$ cat src/rtl/mips_pkg.sv
// Shared types and constants for the MIPS fetch front end.
// Reset vector, fetch FSM states, instruction width.
package mips_pkg;

  localparam logic [31:0] RESET_PC_DFLT = 32'h0000_3000;
  localparam int INSTR_W = 32;
  localparam logic [INSTR_W-1:0] NOP = 32'h0;

  typedef enum logic [1:0] {
    IDLE = 2'd0,
    REQ  = 2'd1,
    HOLD = 2'd2
  } fetch_state_e;

  function automatic logic [31:0] pc_inc(
    input logic [31:0] pc
  );
    return pc + 32'd4;
  endfunction

endpackage

$ cat src/rtl/fetch_sequencer_if.sv
// Instruction-memory port and IF/ID output bundle.
// master = fetch sequencer, slave = memory + IF/ID side.
interface fetch_sequencer_if;
  import mips_pkg::*;

  logic               imem_req;
  logic [31:0]        imem_addr;
  logic               imem_ready;
  logic [INSTR_W-1:0] imem_rdata;
  logic               if_valid;
  logic [INSTR_W-1:0] if_instr;
  logic [31:0]        if_pc;
  logic [31:0]        if_pc4;

  modport master (
    output imem_req, imem_addr,
    output if_valid, if_instr,
    output if_pc, if_pc4,
    input  imem_ready, imem_rdata
  );

  modport slave (
    input  imem_req, imem_addr,
    input  if_valid, if_instr,
    input  if_pc, if_pc4,
    output imem_ready, imem_rdata
  );

endinterface

$ cat src/rtl/fetch_buf.sv
// IF/ID-facing register holding one fetched instruction.
// Load has priority over clear; otherwise contents hold.
module fetch_buf
  import mips_pkg::*;
(
  input  logic               clk,
  input  logic               rst_n,
  input  logic               i_load,
  input  logic               i_clear,
  input  logic [INSTR_W-1:0] i_instr,
  input  logic [31:0]        i_pc,
  output logic               o_valid,
  output logic [INSTR_W-1:0] o_instr,
  output logic [31:0]        o_pc,
  output logic [31:0]        o_pc4
);

  always_ff @(posedge clk or negedge rst_n) begin
    if (!rst_n) begin
      o_valid <= 1'b0;
      o_instr <= NOP;
      o_pc    <= 32'h0;
      o_pc4   <= 32'h0;
    end else if (i_load) begin
      o_valid <= 1'b1;
      o_instr <= i_instr;
      o_pc    <= i_pc;
      o_pc4   <= pc_inc(i_pc);
    end else if (i_clear) begin
      o_valid <= 1'b0;
    end
  end

endmodule

$ cat src/rtl/fetch_sequencer.sv
// PC owner and instruction-fetch sequencer with delay-slot
// aware redirects and a wait-state tolerant memory port.
module fetch_sequencer
  import mips_pkg::*;
#(
  parameter logic [31:0] RESET_PC = RESET_PC_DFLT
) (
  input  logic              clk,
  input  logic              reset_n,
  input  logic              stall_d,
  input  logic              redir_valid,
  input  logic [31:0]       redir_pc,
  fetch_sequencer_if.master bus
);

  fetch_state_e r_state;
  fetch_state_e w_state_nx;
  logic [31:0]  r_next_pc;
  logic [31:0]  r_pend_pc;
  logic         r_pend_v;
  logic         w_gate;
  logic         w_req;
  logic         w_acc;
  logic         w_direct;

  assign w_gate = !bus.if_valid || !stall_d;
  assign w_acc  = w_req && bus.imem_ready;

  // A waiting request must keep its address, so a redirect
  // that lands mid-wait is parked in pend until acceptance.
  assign w_direct = w_acc || (bus.if_valid && !w_req);

  assign bus.imem_req  = w_req;
  assign bus.imem_addr = r_next_pc;

  always_comb begin
    w_state_nx = r_state;
    w_req      = 1'b0;
    unique case (r_state)
      IDLE: w_state_nx = REQ;
      REQ, HOLD: begin
        w_req      = w_gate;
        w_state_nx = w_gate ? REQ : HOLD;
      end
      default: w_state_nx = IDLE;
    endcase
  end

  always_ff @(posedge clk or negedge reset_n) begin
    if (!reset_n) begin
      r_state   <= IDLE;
      r_next_pc <= RESET_PC;
      r_pend_v  <= 1'b0;
      r_pend_pc <= 32'h0;
    end else begin
      r_state <= w_state_nx;
      if (redir_valid && w_direct) begin
        r_next_pc <= redir_pc;
        r_pend_v  <= 1'b0;
      end else if (redir_valid) begin
        r_pend_v  <= 1'b1;
        r_pend_pc <= redir_pc;
      end else if (w_acc) begin
        r_next_pc <= r_pend_v ? r_pend_pc
                              : pc_inc(r_next_pc);
        r_pend_v  <= 1'b0;
      end
    end
  end

  // Branch in a delay slot is architecturally undefined.
  always_ff @(posedge clk) begin
    if (reset_n && redir_valid)
      assert (!r_pend_v);
  end

  fetch_buf u_buf (
    .clk     (clk),
    .rst_n   (reset_n),
    .i_load  (w_acc),
    .i_clear (!stall_d),
    .i_instr (bus.imem_rdata),
    .i_pc    (bus.imem_addr),
    .o_valid (bus.if_valid),
    .o_instr (bus.if_instr),
    .o_pc    (bus.if_pc),
    .o_pc4   (bus.if_pc4)
  );

endmodule

$ cat src/flat_wrapper.sv
// flat-port wrapper written by rule: the top's interface ports become plain ports
module fetch_sequencer_flat import mips_pkg::*;
#(
  parameter logic [31:0] RESET_PC = RESET_PC_DFLT
)
  (clk, reset_n, stall_d, redir_valid, redir_pc, bus_imem_req, bus_imem_addr, bus_if_valid, bus_if_instr, bus_if_pc, bus_if_pc4, bus_imem_ready, bus_imem_rdata);
  fetch_sequencer_if bus_i ();
  input  logic clk;
  input  logic reset_n;
  input  logic stall_d;
  input  logic redir_valid;
  input  logic [31:0] redir_pc;
  output wire logic [$bits(bus_i.imem_req)-1:0] bus_imem_req;
  output wire logic [$bits(bus_i.imem_addr)-1:0] bus_imem_addr;
  output wire logic [$bits(bus_i.if_valid)-1:0] bus_if_valid;
  output wire logic [$bits(bus_i.if_instr)-1:0] bus_if_instr;
  output wire logic [$bits(bus_i.if_pc)-1:0] bus_if_pc;
  output wire logic [$bits(bus_i.if_pc4)-1:0] bus_if_pc4;
  input wire logic [$bits(bus_i.imem_ready)-1:0] bus_imem_ready;
  input wire logic [$bits(bus_i.imem_rdata)-1:0] bus_imem_rdata;
  assign bus_imem_req = bus_i.imem_req;
  assign bus_imem_addr = bus_i.imem_addr;
  assign bus_if_valid = bus_i.if_valid;
  assign bus_if_instr = bus_i.if_instr;
  assign bus_if_pc = bus_i.if_pc;
  assign bus_if_pc4 = bus_i.if_pc4;
  assign bus_i.imem_ready = bus_imem_ready;
  assign bus_i.imem_rdata = bus_imem_rdata;
  fetch_sequencer #(.RESET_PC(RESET_PC)) u_core (.clk(clk), .reset_n(reset_n), .stall_d(stall_d), .redir_valid(redir_valid), .redir_pc(redir_pc), .bus(bus_i));
endmodule
$ cat config.mk
export PLATFORM = sky130hd
export DESIGN_NAME = fetch_sequencer_flat
export DESIGN_NICKNAME = d
export VERILOG_FILES = /design/src/rtl/mips_pkg.sv /design/src/rtl/fetch_sequencer_if.sv /design/src/rtl/fetch_buf.sv /design/src/rtl/fetch_sequencer.sv /design/src/flat_wrapper.sv
export SDC_FILE = /design/constraint.sdc
export NUM_CORES = 1
export LEC_CHECK = 0
export ABC_CLOCK_PERIOD_IN_PS = 3400
export BUFFER_PORTS_ARGS = -buffer_cell sky130_fd_sc_hd__buf_4
export CAP_MARGIN = 20
export CORE_MARGIN = 8
export CORE_UTILIZATION = 49
export CTS_CLUSTER_SIZE = 28
export DETAILED_ROUTE_END_ITERATION = 10
export GPL_TIMING_DRIVEN = 0
export HOLD_SLACK_MARGIN = 0.12
export PLACE_DENSITY = 0.81
export SYNTH_ARGS = -nofsm -noshare
export SYNTH_HDL_FRONTEND = slang
export SYNTH_HIERARCHICAL = 1
export SYNTH_SLANG_ARGS = --single-unit
$ cat constraint.sdc
create_clock -name clk -period 3.4 [get_ports clk]
set_input_delay 0.17 -clock clk [delete_from_list [all_inputs] [get_ports clk]]
set_output_delay 0.17 -clock clk [all_outputs]
set_load 0.02 [all_outputs]
# [Word-level counts from Yosys, hierarchy flattened]
# Index checks and enable logic that the tools add are counted.
[word_totals] ff_bits=164 latch_bits=0 ram_bits=0 mem_bits_ro=0 output_inout_bits=130 elab_cells=40 mem_count=0
[classes] n_addsub=1 n_mul=0 div_mod_pow=0 n_lt_le_gt_ge=0 eq_ne=4 shift=0 n_mux=12 bitwise=1 reduce_logical=14
[ops] operator="2-to-1 mux 32 bit" count=4
[ops] operator="adder 32 x 3 -> 32 bit, second input constant" count=1
[ops] operator="2-to-1 mux 1 bit" count=6
[ops] operator="!= test 2 x 1 -> 1 bit, second input constant" count=2
[ops] operator="one-hot mux 2 bit (2 select lines)" count=1
[ops] operator="AND reduction 2 bit" count=2
[ops] operator="logical AND 1 bit" count=3
[ops] operator="zero test 1 bit" count=3
[ops] operator="nonzero test 3 bit" count=1
[ops] operator="== test 2 x 1 -> 1 bit, second input constant" count=1
[ops] operator="== test 2 bit, second input constant" count=1
[ops] operator="zero test 2 bit" count=1
[ops] operator="logical OR 1 bit" count=2
[ops] operator="2-to-1 mux 2 bit" count=1
[ops] operator="nonzero test 2 bit" count=1
[ops] operator="OR reduction 2 bit" count=1
[ops] operator="inverter 1 bit" count=1

# [Logic depth before layout (Yosys ltp)]
# Gate-level depths: netlist of the first run.
[logic_depth] depth_word=9 mapped_depth=12 ltp_nobuf=9

# [Cells and area by module]
# The synthesis of the first run kept the hierarchy.
[by_module_without_submodules] mod="fetch_buf" instances=1 cells_each=342 area_per_inst_um2=4187.8 seq_area_each_um2=2377.3
[by_module_without_submodules] mod="fetch_sequencer" instances=1 cells_each=367 area_per_inst_um2=3656.0 seq_area_each_um2=1679.1

# [Least setup slack after synthesis of the first run]
# OpenSTA, ideal clock, no wires.
[synth_timing] kind="register -> register" start="register u_core.r_state[0]" end="register u_core.u_buf.o_instr[0]" arrival_ns=2.581 setup_slack_ns=0.695 path_stages_with_launch=11 path_cell_list="dfrtp_1 -> inv_1 -> ha_1 -> a21bo_2 -> inv_1 -> nand2_1 -> inv_1 -> buf_2 -> clkbuf_1 -> clkbuf_1 -> mux2_2"
[synth_between] elab_chain_len=4 elab_cells_between_ends=5
[synth_lines] element="start: declaration" line="fetch_sequencer.sv:16" rtl="fetch_state_e r_state;"
[synth_lines] element="start signal: assignment" line="fetch_sequencer.sv:56" rtl="r_state <= w_state_nx;"
[synth_lines] element="== test 2 x 1 -> 1 bit or == test 2 bit (tied branches)" line="fetch_sequencer.sv:39" rtl="unique case (r_state)"
[synth_lines] element="OR reduction 2 bit (*)" line="fetch_sequencer.sv:39"
[synth_lines] element="2-to-1 mux 1 bit (*)" line="fetch_sequencer.sv:39"
[synth_lines] element="via bus_imem_req" line="flat_wrapper.sv:13" rtl="output wire logic [$bits(bus_i.imem_req)-1:0] bus_imem_req;"
[synth_lines] element="logical AND 1 bit (*)" line="fetch_sequencer.sv:27" rtl="assign w_acc = w_req && bus.imem_ready;"
[synth_lines] element="via u_core.w_acc" line="fetch_sequencer.sv:23" rtl="logic w_acc;"
[synth_lines] element="end signal: assignment" line="fetch_buf.sv:26" rtl="o_instr <= i_instr;"
[synth_lines] element="end: declaration" line="fetch_buf.sv:13" rtl="output logic [INSTR_W-1:0] o_instr,"
# The timed path passes the listed nets; every way through them passes the cells marked *.
# A chain may end at the register's enable or synchronous reset.

# [Final worst setup path of the first run]
[layout_timing] start="register u_core.r_state[0]" end="register u_core.u_buf.o_pc4[25]"
[layout_between] elab_chain_len=4 elab_cells_between_ends=5
[layout_lines] element="== test 2 x 1 -> 1 bit or == test 2 bit (tied branches)" line="fetch_sequencer.sv:39"
[layout_lines] element="OR reduction 2 bit (*)" line="fetch_sequencer.sv:39"
[layout_lines] element="2-to-1 mux 1 bit (*)" line="fetch_sequencer.sv:39"
[layout_lines] element="logical AND 1 bit (*)" line="fetch_sequencer.sv:27"
[layout_lines] element="via u_core.w_acc" line="fetch_sequencer.sv:23"
[layout_lines] element="end signal: assignment" line="fetch_buf.sv:28" rtl="o_pc4 <= pc_inc(i_pc);"
[layout_lines] element="end: declaration" line="fetch_buf.sv:15" rtl="output logic [31:0] o_pc4"
# Marked as above.

==> metrics.cfg, run 1 <==
[status]
status = complete, no violations

[synth]
syn_nets = 782
syn_area_mm2 = 0.00784
syn_inst = 709
synth_adder_area_share = 0.00638
synth_compound_area_frac = 0.124
yosysSeqAreaShare = 0.517
synth-simple-area-share = 0.149
yosys_warnings = 6
synth_seq_cells = 162
synth.avg_cell_area_um2 = 11.1
synth_cell_types = 67
async_flop_share = 1.00
synth_xor_xnor_area_share = 0.0234
synthFlopType = dfrtp_1
synth_edf_count = 0
muxShareOfSynthArea = 0.145
synth_top_family_by_area = simple AND/OR/NAND/NOR gates

[timing]
finClkSkew_ns = 0.00696
hold_viol = 0
slew_viol_final = 0
setup_viol = 0
fmax_mhz = 313
rsz0062_at_grt = false
timing.final.crit_share = 0.939
slew_headroom = 0.277
timing.final.ws_setup_ns = 0.207
min_period_ns = 3.19
whs_ns = 0.248
worstMarginPinSlew_ns = 1.08

[floorplanning]
io_pins = 199
die_x_um = 143
core_area_mm2 = 0.0158
row_count = 46
start_util = 0.497
dieHeight_um = 143
die_area_mm2 = 0.0203

[global_routing]
grt_util_met3 = 0.0678
grt_pass1_wl_mm = 40.0
grt_pass1_vias = 7404
grtUsageTotal = 0.252
overflow = 0
grt_antenna_before_repair = 0
use_met2 = 0.414
top_usage_layer = met2
grt_max_degree = 105
grtUsageMet1 = 0.303

[setup_path]
crit_required_ns = 3.68
slowest_stage = buf_2
arrival_ns = 3.47
startpoint_type = flop
path_cells = inv_1 -> ha_1 -> a21bo_2 -> inv_1 -> nand2_1 -> inv_1 -> buf_2 -> clkbuf_1 -> clkbuf_1 -> a31oi_1
r2r_start = u_core/r_state[0]$_DFF_PN0_
crit_fanout = 22
cpPeakStageDelay_ns = 0.49
rrSetupSlack_ns = 0.21
critPathKind = flop to flop
worst-r2r-cell-count = 10
cp_common_cell = inv_1
r2r-end = u_core/u_buf/o_pc4[25]$_DFFE_PN0P_
cp-end-kind = flop

[placement]
gp_congestion = 0.918
dp_slack_ns = -0.0955
hpwl_mm = 17.3
place_area_mm2 = 0.00964
io_buffers = 198

[finish]
fill_cells = 1216
final_area_mm2 = 0.0109
drive_gt1_frac = 0.352
synthToLayoutAreaGrowth_pct = 38.8
nets = 1068
diodes = 0

[job]
maxCapViolations = 0

[clocking]
cts.sinks = 162
postCtsSetupRepairBufs = 0
clk_latency_ns = 0.43
cts_buffers = 17
htreeDepth = 4
root_buffer = clkbuf_16
cts-resized-gates = 0
cts_buffer_depth = 2
path_clk_slew_ns = 0.06
tritoncts = yes

[route]
first_pass_iters = 5
wl_per_cell_um = 21.1
vias = 7246
via_per_inst = 5.93
routed_wl_mm = 25.7
drc = 0
antenna_left = 0
first_iter_violations = 814

[pwr]
power_leakage_nw = 4.75
powerDensity_mw_per_mm2 = 1050
ir_worst_vdd_v = 0.000578

[min_path]
hold_class = input pin to asynchronous set/reset pin

==> kinds of logic (layout without fill, tap and decap cells) <==
group,count (synthesis),count (layout)
AOI/OAI and AO/OA,144,144
xor gates and xnor gates,21,21
adders and majority gates,4,4
buffers and inverters,59,355
DFF,162,162
muxes,102,102
and+or+nand+nor,217,217
==> cell usage after synthesis, types with 8 or more instances <==
library cell	n	area, um^2
a211oi_1	8	60.1
a21oi_1	22	110
a31oi_1	16	100
and3_1	12	75.1
clkbuf_1	24	90.1
dfrtp_1	160	4000
inv_1	19	71.3
mux2_2	94	1060
mux2i_1	8	80.1
nand2_1	44	165
nand3_1	32	160
nand4_1	19	119
nor2_1	45	169
o21ai_0	29	145
o22ai_1	10	62.6
o31ai_1	12	90.1
or3_1	8	50.1
or4_1	12	90.1
xnor2_1	9	78.8
xor2_1	12	105
==> cell type report <==
class                           count  area [um^2]  share of cell area
Buffer                             39          198              0.0182
Clock buffer                       20          437              0.0401
Sequential cell                   162         4060               0.373
Timing Repair Buffer              268         2210               0.203
Multi-Input combinational cell    488         3510               0.323
Tap cell                          216          270              0.0248
Clock inverter                      9          135              0.0124
Inverter                           19         71.3             0.00655
==> registers in the layout, indices dropped and copies added (netlist names) <==
signal                cells
u_core/r_pend_v           1
u_core/r_pend_pc         32
u_core/u_buf/o_pc        32
u_core/u_buf/o_instr     32
u_core/bus.imem_addr     32
u_core/u_buf/o_valid      1
u_core/u_buf/o_pc4       30
u_core/r_state            2
==> where the power goes <==
part | switching [mW] | total [mW] | internal, mW
registers | 1.07 | 3.98 | 2.91
logic | 3.03 | 5.50 | 2.47
clock network | 0.774 | 1.92 | 1.14
==> repair_timing <==
action / in CTS / in global routing
hold buffers: 68 / 0
endpoints found under the hold margin: 148 / 0
endpoints found under the setup margin: 31 / 0
==> through the flow <==
stage	total power, mW	setup TNS [ns]	utilization	std cells
2_1_floorplan	6.96	0	-	709
3_3_place_gp	9.18	-1.64	0.609	1123
3_5_place_dp	9.35	-1.09	0.611	1124
4_1_cts	11.3	0	0.690	1220
5_1_grt	12.0	0	0.690	1221
6_report	11.4	0	0.690	1221
==> layer usage <==
metal,share of wire,wire length [um],up-vias
met5,0,0,-
li1,-,-,3211
met4,0.036,917,0
met3,0.094,2430,70
met1,0.38,9770,3536
met2,0.49,12600,429
==> layout by cell type, fill, tap and decap left out, types with 9 or more instances in the layout <==
| cell type | instances |
|---|---|
| a21oi_1 | 22 |
| nor2_1 | 45 |
| nand4_1 | 19 |
| mux2_2 | 94 |
| and3_1 | 12 |
| dlygate4sd3_1 | 68 |
| nand3_1 | 32 |
| xor2_1 | 12 |
| clkbuf_1 | 26 |
| inv_1 | 19 |
| a31oi_1 | 16 |
| buf_4 | 201 |
| o22ai_1 | 10 |
| o31ai_1 | 12 |
| nand2_1 | 44 |
| o21ai_0 | 29 |
| dfrtp_1 | 160 |
| xnor2_1 | 9 |
| clkbuf_16 | 17 |
| or4_1 | 12 |
==> critical path: cells and delay by family (launching register included) <==
| family | cells | cell delay (ns) |
|---|---|---|
| and+or+nand+nor | 1 | 0.18 |
| AOI/OAI and AO/OA | 2 | 0.40 |
| DFF | 1 | 0.37 |
| adders and majority gates | 1 | 0.33 |
| buffers and inverters | 6 | 1.75 |
==> worst max-delay path by stage <==
| stage | from | to | slack (ns) |
|---|---|---|---|
| after detailed placement | u_core/r_state[0]$_DFF_PN0_ | u_core/u_buf/o_pc4[25]$_DFFE_PN0P_ | -0.1 |
| after global routing | u_core/r_state[0]$_DFF_PN0_ | u_core/u_buf/o_pc4[10]$_DFFE_PN0P_ | 0.08 |
| after CTS | u_core/r_state[0]$_DFF_PN0_ | u_core/u_buf/o_pc4[25]$_DFFE_PN0P_ | 0.32 |
| final | u_core/r_state[0]$_DFF_PN0_ | u_core/u_buf/o_pc4[25]$_DFFE_PN0P_ | 0.21 |
| after global placement | u_core/r_state[0]$_DFF_PN0_ | u_core/u_buf/o_pc4[19]$_DFFE_PN0P_ | -0.1 |
| after floorplan | u_core/r_state[0]$_DFF_PN0_ | u_core/u_buf/o_instr[0]$_DFFE_PN0P_ | 0.69 |
Note: power is estimated with default switching activity, not from simulation.
==> run 2: changes to the inputs <==
--- a/config.mk
+++ b/config.mk
@@ -8,6 +8,7 @@
 export ABC_CLOCK_PERIOD_IN_PS = 3400
 export BUFFER_PORTS_ARGS = -buffer_cell sky130_fd_sc_hd__buf_4
 export CAP_MARGIN = 20
+export CORE_ASPECT_RATIO = 1.4
 export CORE_MARGIN = 8
 export CORE_UTILIZATION = 49
 export CTS_CLUSTER_SIZE = 28
@@ -17,5 +18,4 @@
 export PLACE_DENSITY = 0.81
 export SYNTH_ARGS = -nofsm -noshare
 export SYNTH_HDL_FRONTEND = slang
-export SYNTH_HIERARCHICAL = 1
 export SYNTH_SLANG_ARGS = --single-unit
==> run 2 against run 1 <==
Via count shrank 7.1%. First-iteration DRC count shrank 32%. Critical path depth shrank 1.
==> metrics.cfg, run 2 <==
[status]
status = complete, no violations

[placement]
hpwl_mm = 16.1  ; -7.0%
placed_cells = 1128  ; +0.36%
gp_congestion = 0.925  ; +0.81%
io_buffers = 198  ; unchanged

[route]
first_pass_iters = 6  ; +1
drc = 0  ; unchanged
wl_per_cell_um = 19.3  ; -8.6%
vias = 6734  ; -7.1%
via_per_inst = 5.49  ; -7.4%
routed_wl_mm = 23.6  ; -8.2%
first_iter_violations = 555  ; -32%
antenna_left = 0  ; unchanged

[timing]
worstMarginPinSlew_ns = 0.625  ; -0.452 ns
timing.final.crit_share = 0.756  ; -0.184
setup_viol = 0  ; unchanged
fin_tns_setup_ns = 0  ; unchanged
fmax_mhz = 389  ; +24%
slew_headroom = 0.582  ; +0.304
min_period_ns = 2.57  ; -0.624 ns
rsz0062_at_grt = false
slew_viol_final = 0  ; unchanged
finClkSkew_ns = 0.0156  ; +0.00860 ns
hold_viol = 0  ; unchanged

[pwr]
switching_share = 0.431  ; +0.00268
power_leakage_nw = 5.03  ; +5.9%
power_frac_clock = 0.185  ; +0.017
finalPower_mw = 10.4  ; -8.6%
powerDensity_mw_per_mm2 = 1020  ; -2.8%
p_seq_frac = 0.347  ; -0.002
ir_worst_vdd_v = 0.000671  ; +16%
switchingPower_mw = 4.48  ; -8.1%
internal_power_mw = 5.93  ; -9.1%
combPwrFrac = 0.468  ; -0.015

[clocking]
root_buffer = clkbuf_16
cts_buffer_depth = 2  ; unchanged
postCtsSetupRepairBufs = 0  ; unchanged
htreeDepth = 4  ; unchanged
clk_latency_ns = 0.43  ; about the same
tritoncts = yes
cts.sinks = 162  ; unchanged
path_clk_slew_ns = 0.06  ; about the same
cts_buffers = 17  ; unchanged

[setup_path]
cpPeakStageDelay_ns = 0.51  ; +0.02 ns
crit_start = u_core.r_state[0]$_DFF_PN0_
startpoint_type = flop
crit_required_ns = 3.76  ; +0.08 ns
cp-end-kind = flop
arrival_ns = 2.93  ; -0.54 ns
critPathKind = flop to flop
crit_fanout = 10  ; -55%
slowest_stage = buf_1
r2r_start = u_core.r_state[0]$_DFF_PN0_
path_cells = inv_1 -> ha_1 -> a21boi_2 -> and2_1 -> buf_2 -> buf_2 -> buf_1 -> nand2_1 -> nand2_1

[synth]
synth_compound_area_frac = 0.114  ; -0.0106
synth_xor_xnor_area_share = 0.0339  ; +0.0105
synth_top_area_share = 0.554  ; +0.0438
synth_common_cells = nand2_1, dfrtp_1, o21ai_0
synthFlopType = dfrtp_1
ys_top_cells_by_area = dfrtp_1, nand2_1, mux2_2
yosysSeqAreaShare = 0.561  ; +0.0443
synth_edf_count = 0  ; unchanged
async_flop_share = 1.00  ; unchanged
muxShareOfSynthArea = 0.0540  ; -0.0911
syn_area_mm2 = 0.00722  ; -7.9%
yosys_warnings = 0  ; -6
synth_top_cell_by_area = dfrtp_1
synth_top_family_by_area = simple AND/OR/NAND/NOR gates
synth.avg_cell_area_um2 = 9.76  ; -12%
synth_seq_cells = 162  ; unchanged
syn_nets = 812  ; +3.8%
synth_cell_types = 52  ; -22%
synth_adder_area_share = 0.00520  ; -0.00118
yosysMostFrequentCell = nand2_1
synth-simple-area-share = 0.202  ; +0.0534
syn_inst = 740  ; +4.4%

[floorplanning]
die_area_mm2 = 0.0189  ; -6.8%
io_pins = 199  ; unchanged
die_x_um = 119  ; -17%
dieHeight_um = 160  ; +12%
row_count = 52  ; +13%
start_util = 0.500  ; +0.00279
core_area_mm2 = 0.0144  ; -8.4%

[finish]
mostFrequentLayoutCells = nand2_1, buf_4, dfrtp_1
drive_gt1_frac = 0.280  ; -0.0726
diodes = 0  ; unchanged
final-seq-area_mm2 = 0.00406  ; unchanged
multi_input_area_mm2 = 0.00296  ; -16%
final_common_cell = nand2_1
final_core_util = 0.709  ; +0.0180
synthToLayoutAreaGrowth_pct = 41.7
fill_cells = 1091  ; -10%
nets = 1096  ; +2.6%
stdcell_count = 1226  ; +0.41%

[global_routing]
grtUsageTotal = 0.246  ; -0.00611
grt_antenna_before_repair = 0  ; unchanged
grt_pass1_vias = 6951  ; -6.1%
grt_pass1_wl_mm = 37.4  ; -6.4%
overflow = 0  ; unchanged
grt_max_degree = 86  ; -18%

[min_path]
hold_class = input pin to flop
hold_start = redir_valid

[job]
maxCapViolations = 0  ; unchanged

run 2: cell types whose count changed in the layout (fill, tap and decap cells not counted), moves of 9 or more:
cell     delta
nand2_1   +209
o31ai_1    -10
nand3_1    -17
or4_1      -12
inv_1      -13
a21oi_1     -9
a31oi_1    -16
o21ai_0    +31
nor2_1     -28
o22ai_1     -9
mux2_2     -62
run 2: area by class of cell:
type | count | share of cell area
inverters | 6 | 0.00220
well taps | 189 | 0.0231
plain buffers | 44 | 0.0186
multi-input cells | 528 | 0.289
clock buffers | 18 | 0.0429
flip-flops and latches | 162 | 0.396
repair buffers | 265 | 0.213
clock inverters | 14 | 0.0148
run 2: kinds of logic (layout without fill, tap and decap cells):
logic type	count (synthesis)	after routing
flip-flops	162	162
XOR/XNOR	28	28
buffers and inverters	50	347
adder cells (fa/ha/maj)	3	3
AO/OA/AOI/OAI	127	127
multiplexers	35	35
AND/OR/NAND/NOR	335	335
run 2: path summary, 6_finish.rpt:
path                       cells past startpoint  slack [ns]                                   end
setup / recovery                               9        0.83     u_core.u_buf.o_pc[14]$_DFFE_PN0P_
hold / removal                                 4        0.16  u_core.bus.imem_addr[10]$_DFFE_PN0P_
setup reg to reg                               9        0.83     u_core.u_buf.o_pc[14]$_DFFE_PN0P_
hold reg to reg                                2        0.48  u_core.u_buf.o_instr[30]$_DFFE_PN0P_
max in group asynchronous                      3        2.27  u_core.bus.imem_addr[25]$_DFFE_PN0P_
min in group asynchronous                      2        0.30     u_core.u_buf.o_pc[14]$_DFFE_PN0P_
run 2: repair_timing:
| action | 4_1_cts | 5_1_grt |
|---|---|---|
| gates resized for setup | 0 | 0 |
| hold buffers | 66 | 0 |
| endpoints found under the hold margin | 161 | 0 |
run 2: power by group through the flow:
stage / Sequential [mW] / Clock [mW] / Combinational (mW)
global placement: 3.57 / 0 / 4.66
detailed placement: 3.62 / 0 / 4.77
floorplan: 4.27 / 0 / 2.01
global route: 3.72 / 2.03 / 5.28
finish: 3.61 / 1.93 / 4.88
CTS: 3.59 / 1.95 / 4.86
run 2: routing by layer:
metal / track usage / vias to the layer above / wire [um]
met2: 0.421 / 300 / 12100
li1: - / 3096 / -
met4: 0.105 / 0 / 693
met3: 0.0709 / 59 / 1680
met5: 0 / - / 0
met1: 0.281 / 3279 / 9190
run 2: critical path: cells and delay by family, from the launching register on:
| kind | cells | cell delay (ns) |
|---|---|---|
| buf+inv | 4 | 1.07 |
| simple gates | 3 | 0.45 |
| flops | 1 | 0.35 |
| fa+ha+maj | 1 | 0.32 |
| compound gates | 1 | 0.32 |
run 2: through the flow:
step	area (um^2)	worst slack [ns]	hold slack [ns]
after CTS	10200	0.839	0.140
after global routing	10200	0.673	0.173
after global placement	8950	0.878	0.359
final	10200	0.831	0.155
after floorplan	7220	1.23	-0.126
after detailed placement	8980	0.842	0.194
